--- config.mk ---
export PLATFORM = sky130hd
export DESIGN_NAME = vga_timing_flat
export DESIGN_NICKNAME = d
export VERILOG_FILES = /design/src/rtl/vga_timing_pkg.sv /design/src/rtl/vga_timing_if.sv /design/src/rtl/vga_timing.sv /design/src/flat_wrapper.sv
export SDC_FILE = /design/constraint.sdc
export NUM_CORES = 1
export LEC_CHECK = 0
export ABC_CLOCK_PERIOD_IN_PS = 4250
export CAP_MARGIN = 30
export CELL_PAD_IN_SITES_DETAIL_PLACEMENT = 0
export CELL_PAD_IN_SITES_GLOBAL_PLACEMENT = 1
export CORE_ASPECT_RATIO = 1.5
export CORE_MARGIN = 2
export CORE_UTILIZATION = 38
export DETAILED_ROUTE_END_ITERATION = 10
export PLACE_DENSITY = 0.89
export SYNTH_ARGS = -nofsm -noshare
export SYNTH_HDL_FRONTEND = slang
export SYNTH_SLANG_ARGS = --single-unit
--- constraint.sdc ---
create_clock -name clk -period 4.25 [get_ports clk]
set_clock_uncertainty 0.05 [all_clocks]
set_input_delay 0.6375 -clock clk [delete_from_list [all_inputs] [get_ports clk]]
set_output_delay 0.6375 -clock clk [all_outputs]
set_load 0.005 [all_outputs]
--- src/rtl/vga_timing_pkg.sv ---
// Shared defaults for the 640x480@60 VGA timing generator.
// Also holds the position type and the region-window helper.
package vga_timing_pkg;

  localparam int DefHActive = 640;
  localparam int DefHFp     = 16;
  localparam int DefHSync   = 96;
  localparam int DefHBp     = 48;

  localparam int DefVActive = 480;
  localparam int DefVFp     = 10;
  localparam int DefVSync   = 2;
  localparam int DefVBp     = 33;

  localparam bit DefHsPol = 1'b0;
  localparam bit DefVsPol = 1'b0;

  localparam int PosWidth = 12;
  typedef logic [PosWidth-1:0] pos_t;

  // True when lo <= pos < hi.
  function automatic logic inWindow(pos_t pos, int lo, int hi);
    return (int'(pos) >= lo) && (int'(pos) < hi);
  endfunction

endpackage

--- src/rtl/vga_timing_if.sv ---
// Timing outputs of vga_timing, as seen by the producer (master)
// and by downstream pixel logic (slave).
interface vga_timing_if;
  import vga_timing_pkg::*;

  logic o_hs;
  logic o_vs;
  logic o_frame;
  pos_t o_h;
  pos_t o_v;
  logic o_de;

  modport master (output o_hs, o_vs, o_frame, o_h, o_v, o_de);
  modport slave  (input  o_hs, o_vs, o_frame, o_h, o_v, o_de);

endinterface

--- src/rtl/vga_timing.sv ---
// Horizontal/vertical raster counters with zero-latency sync, display-enable
// and start-of-frame decodes. Position 0 on each axis is the first active pixel/line.
module vga_timing
  import vga_timing_pkg::*;
#(
  parameter int H_ACTIVE = DefHActive,
  parameter int H_FP     = DefHFp,
  parameter int H_SYNC   = DefHSync,
  parameter int H_BP     = DefHBp,
  parameter int V_ACTIVE = DefVActive,
  parameter int V_FP     = DefVFp,
  parameter int V_SYNC   = DefVSync,
  parameter int V_BP     = DefVBp,
  parameter bit HS_POL   = DefHsPol,
  parameter bit VS_POL   = DefVsPol
) (
  input  logic         clk,
  input  logic         reset,
  vga_timing_if.master vga
);

  localparam int H_TOTAL      = H_ACTIVE + H_FP + H_SYNC + H_BP;
  localparam int H_SYNC_START = H_ACTIVE + H_FP;
  localparam int H_SYNC_END   = H_SYNC_START + H_SYNC;
  localparam int V_TOTAL      = V_ACTIVE + V_FP + V_SYNC + V_BP;
  localparam int V_SYNC_START = V_ACTIVE + V_FP;
  localparam int V_SYNC_END   = V_SYNC_START + V_SYNC;

  // Declaration initialisers give a defined power-up raster in simulation
  // and on FPGA targets that honour register init values.
  pos_t hCnt = '0;
  pos_t vCnt = '0;

  logic hWrap;
  logic vWrap;

  assign hWrap = (hCnt == pos_t'(H_TOTAL - 1));
  assign vWrap = (vCnt == pos_t'(V_TOTAL - 1));

  // NOTE: registered state uses non-blocking assignments so every always_ff
  // samples the pre-edge value of hCnt/vCnt regardless of evaluation order.
  always_ff @(posedge clk) begin
    if (reset) begin
      hCnt <= '0;
      vCnt <= '0;
    end else if (hWrap) begin
      hCnt <= '0;
      vCnt <= vWrap ? '0 : vCnt + pos_t'(1);
    end else begin
      hCnt <= hCnt + pos_t'(1);
    end
  end

  // Decodes are taken straight from the counter registers so they line up
  // with o_h/o_v on the same cycle.
  assign vga.o_h     = hCnt;
  assign vga.o_v     = vCnt;
  assign vga.o_hs    = inWindow(hCnt, H_SYNC_START, H_SYNC_END) ? HS_POL : ~HS_POL;
  assign vga.o_vs    = inWindow(vCnt, V_SYNC_START, V_SYNC_END) ? VS_POL : ~VS_POL;
  assign vga.o_de    = inWindow(hCnt, 0, H_ACTIVE) && inWindow(vCnt, 0, V_ACTIVE);
  assign vga.o_frame = (hCnt == '0) && (vCnt == '0);

endmodule

--- src/flat_wrapper.sv ---
// flat-port wrapper written by rule: the top's interface ports become plain ports
module vga_timing_flat import vga_timing_pkg::*;
#(
  parameter int H_ACTIVE = DefHActive,
  parameter int H_FP     = DefHFp,
  parameter int H_SYNC   = DefHSync,
  parameter int H_BP     = DefHBp,
  parameter int V_ACTIVE = DefVActive,
  parameter int V_FP     = DefVFp,
  parameter int V_SYNC   = DefVSync,
  parameter int V_BP     = DefVBp,
  parameter bit HS_POL   = DefHsPol,
  parameter bit VS_POL   = DefVsPol
)
  (clk, reset, vga_o_hs, vga_o_vs, vga_o_frame, vga_o_h, vga_o_v, vga_o_de);
  vga_timing_if vga_i ();
  input  logic clk;
  input  logic reset;
  output wire logic [$bits(vga_i.o_hs)-1:0] vga_o_hs;
  output wire logic [$bits(vga_i.o_vs)-1:0] vga_o_vs;
  output wire logic [$bits(vga_i.o_frame)-1:0] vga_o_frame;
  output wire logic [$bits(vga_i.o_h)-1:0] vga_o_h;
  output wire logic [$bits(vga_i.o_v)-1:0] vga_o_v;
  output wire logic [$bits(vga_i.o_de)-1:0] vga_o_de;
  assign vga_o_hs = vga_i.o_hs;
  assign vga_o_vs = vga_i.o_vs;
  assign vga_o_frame = vga_i.o_frame;
  assign vga_o_h = vga_i.o_h;
  assign vga_o_v = vga_i.o_v;
  assign vga_o_de = vga_i.o_de;
  vga_timing #(.H_ACTIVE(H_ACTIVE), .H_FP(H_FP), .H_SYNC(H_SYNC), .H_BP(H_BP), .V_ACTIVE(V_ACTIVE), .V_FP(V_FP), .V_SYNC(V_SYNC), .V_BP(V_BP), .HS_POL(HS_POL), .VS_POL(VS_POL)) u_core (.clk(clk), .reset(reset), .vga(vga_i));
endmodule
# Word-level counts from Yosys, hierarchy flattened
# Cells that the tools add are included.
# op_classes
add_sub_neg,2
n_lt_le_gt_ge,6
n_eq_ne,2
n_mux,3
reduce_logical,7
# ops
operator,count
"12-bit by 1-bit adder with 12-bit output, second input constant",2
"12-bit by 10-bit equality test with 1-bit output, second input constant",2
12-bit zero test,2
"12-bit by 10-bit < comparator with 1-bit output, second input constant",2
"12-bit by 9-bit < comparator with 1-bit output, second input constant",2
"12-bit by 10-bit >= comparator with 1-bit output, second input constant",1
"12-bit by 9-bit >= comparator with 1-bit output, second input constant",1
12-bit 2-to-1 mux,1
1-bit logical AND,4
1-bit 2-to-1 mux,2
2-bit OR reduction,1
# word_totals
reg_bits,24
input_bits,2
output_inout_bits,28
word_cells,22

# Depth between registers and ports, before layout
# depth
depth_word,3
ltp_mapped,7
mapped_depth_nobuf,7

# Least setup slack after synthesis
# No wires, ideal clock.
# synth_path
path_type,flip-flop to output port
start,register u_core.vCnt[6] (netlist: u_core.vga.o_v[6])
end,output vga_o_vs
arrival_ns,1.185
slack_ns,2.377
stages_incl_launch_ff,4
n_path_buf,0
path_cell_list,dfxtp_1 -> and3_1 -> nand2_1 -> or4_1
# synth_between
elab_chain_len,3
word_cells_on_any_way,4
# synth_lines
element,line_no,rtl
"start, declared",vga_timing.sv:32,pos_t vCnt = '0;
"start signal, assigned",vga_timing.sv:48,vCnt <= vWrap ? '0 : vCnt + pos_t'(1);
12-bit by 9-bit >= comparator with 1-bit output / 12-bit by 9-bit < comparator with 1-bit output (equally long branches),vga_timing_pkg.sv:23,return (int'(pos) >= lo) && (int'(pos) < hi);
1-bit logical AND *,vga_timing_pkg.sv:23,
1-bit 2-to-1 mux *,vga_timing.sv:59,"assign vga.o_vs = inWindow(vCnt, V_SYNC_START, V_SYNC_END) ? VS_POL : ~VS_POL;"
"end, declared",flat_wrapper.sv:20,output wire logic [$bits(vga_i.o_vs)-1:0] vga_o_vs;
# Every way passes the cells marked *; elsewhere a longest branch is shown, timed or not.

# Worst setup path in the final report
# Same ends and word-level chain as after synthesis.

==> results.toml <==
[run_status]
status = "finished, final reports clean"

[power_and_ir_drop]
worst_ir_drop_vdd_v = 0.000189
pwr_density_cell_nw_per_um2 = 240
p_total_w = 0.000385
p_leak_nw = 0.575

[synth]
netlist_area_um2 = 1250
synth.distinct_cells = 34
synth_area_per_cell_um2 = 8.47
synth_top_area_share_pct = 38.3
synth_area_leaders = "dfxtp_1, xor2_1, nor2_1"
ys_seq_area_share_pct = 38.3
synth-seq-cells = 24
synth_edf_count = 0
async_flop_share_pct = 0
synth_fp_nets = 154
yosys_warnings = 0
synth-main-ff-cell = "dfxtp_1"
synth_area_leader_cell = "dfxtp_1"
synth_top_cells_by_count = "nor2_1, dfxtp_1, nand3_1"
synth.most_common_cell = "nor2_1"
syn-instance-count = 148

[clock_network]
clock_sinks = 24
cts_tree = "yes"
post_cts_buffers = 0
cts.path.max_buffers = 2
hold_buffers = 0
clk_latency_ns = 0.26
clockRootBuffer = "clkbuf_8"
cts_resized = 0
cts_buffers = 3
htreeDepth = 1
clkTransAtPathRegs_ns = 0.08

[final_layout]
final_cell_count_no_fill = 213
antenna_cells = 0
fillers = 308
syn_to_final_growth_pct = 28.1
finalNetCount = 181
post-route-cell-area_um2 = 1610
layout-drive-gt1-share_pct = 5.78

[sta]
fin_crit_sh_pct = 63.8
slew_headroom_pct = 68.3
tightest_slew_ns = 0.475
final.setup.tns_ns = 0
final.min_clock_period_ns = 2.71
finalMaxSlewViolations = 0
hold_viol = 0
rsz0062_at_grt = "false"
setup_viol = 0
timing.fmax_mhz = 369

[route]
first_iter_violations = 18
via_count = 1121
viasPerCell = 5.26
drtAntennaViolNets = 0
remaining_drc_errors = 0
drt_first_pass_iters = 4
wl_um = 2910
wl_per_cell_um = 13.7

[worst_setup_path]
critical_path_arrival_ns = 2.03
crit_path_start_kind = "flip-flop"
worst-endpoint-required_ns = 3.56
cp-endpoint = "vga_o_vs"
cp.depth = 4
r2r-start = "u_core.vga.o_h[11]"
path_max_fanout = 7
crit_path_end_kind = "output pin"
path_cells = "and3_1 > nand2_1 > or4_1 > clkdlybuf4s50_1"
r2r_cells = 5
crit_family = "simple AND/OR/NAND/NOR gates"
startpoint = "u_core.vga.o_v[6]"
crit_buf_inv = 1
critPathSlowestCell = "or4_1"
rrSetupSlack_ns = 2.31
slowest_delay_ns = 0.52
r2r_end = "u_core.vga.o_v[9]"
worstSetupPathType = "reg2out"

[place]
globalplace.congestion = 0.810
port_buffers = 29
postPlaceCellArea_um2 = 1570
dpl.hpwl_um = 2180
dp.cells = 210

[run]
maxCapViolations = 0

[min_path]
holdCritPathClass = "reg2reg"

[global_routing]
grt_start_max_net_pins = 13
grt_antenna_before_repair = 0
grt_pass1_wl_um = 4950
grt_overflow = 0
grt_pass1_vias = 1082
grt_usage_pct = 16.9

[floorplanning]
core-area_um2 = 3160
die_h_um = 74.3
placementRows = 25
dieArea_um2 = 3780
ios = 30
die_w_um = 50.9
start_util_pct = 39.7
-- layout by cell type, fill, tap and decap left out, types with 3 or more instances in the layout --
cell type,n
nor3_1,4
nand4_1,9
xor2_1,11
nand2_1,7
dfxtp_1,24
ha_1,4
and3_1,3
clkbuf_8,3
nor2_1,25
xnor2_1,8
clkdlybuf4s50_1,29
nand3_1,12
inv_1,7
nor4_1,3
-- worst min-delay path by stage --
| stage | start | endpoint | slack, ns | depth (start not counted) |
|---|---|---|---|---|
| detailed placement | u_core.vga.o_h[0] | u_core.vga.o_h[0] | 0.43 | 1 |
| CTS | u_core.vga.o_h[0] | u_core.vga.o_h[0] | 0.45 | 1 |
| finish | u_core.vga.o_h[0] | u_core.vga.o_h[0] | 0.45 | 1 |
| global placement | u_core.vga.o_h[0] | u_core.vga.o_h[0] | 0.42 | 1 |
| global route | u_core.vga.o_h[0] | u_core.vga.o_h[0] | 0.49 | 1 |
| floorplan | u_core.vga.o_h[0] | u_core.vga.o_h[0] | 0.42 | 1 |
-- logic make-up (layout without fill, tap and decap cells) --
logic type	after synthesis	in the layout	synth area share [%]
multiplexers	1	1	0.798
AND/OR/NAND/NOR	81	81	36.5
adder cells (fa/ha/maj)	4	4	3.99
XOR/XNOR	19	19	13.3
buffers and inverters	14	39	4.39
flip-flops	24	24	38.3
AO/OA/AOI/OAI	5	5	2.69
-- flip-flops by register name (all words and copies together), names as in the netlist --
signal	count
u_core.vga.o_h	12
u_core.vga.o_v	12
-- report_power, final --
part           leakage [nW]  internal, W  switching, W
clock network        0.0216    0.0000634     0.0000695
logic                 0.359    0.0000120    0.00000996
registers             0.194     0.000227    0.00000359
total                 0.575     0.000302     0.0000830
-- routing by layer --
metal	global-route usage (%)	vias up	share of wire (%)
met5	0	-	0
met4	7.21	0	2.5
met3	4.42	9	6.1
met2	29.1	37	49
met1	19.6	516	43
li1	-	559	-
-- metrics by stage --
stage | setup WS (ns) | hold WS, ns | util [%]
2_1_floorplan | 2.38 | 0.416 | -
6_report | 1.54 | 0.446 | 50.9
3_5_place_dp | 1.84 | 0.432 | 49.5
5_1_grt | 1.43 | 0.493 | 50.9
4_1_cts | 1.54 | 0.452 | 50.9
3_3_place_gp | 1.86 | 0.416 | 49.5
-- area by class of cell --
| type | instances | area [um2] | share of cell area, % |
|---|---|---|---|
| inverters | 7 | 26.3 | 1.64 |
| repair buffers | 29 | 290 | 18.1 |
| well taps | 40 | 50.0 | 3.12 |
| clock buffers | 3 | 41.3 | 2.57 |
| multi-input cells | 110 | 718 | 44.7 |
| flip-flops and latches | 24 | 480 | 29.9 |
(Power assumes the default switching activity.)
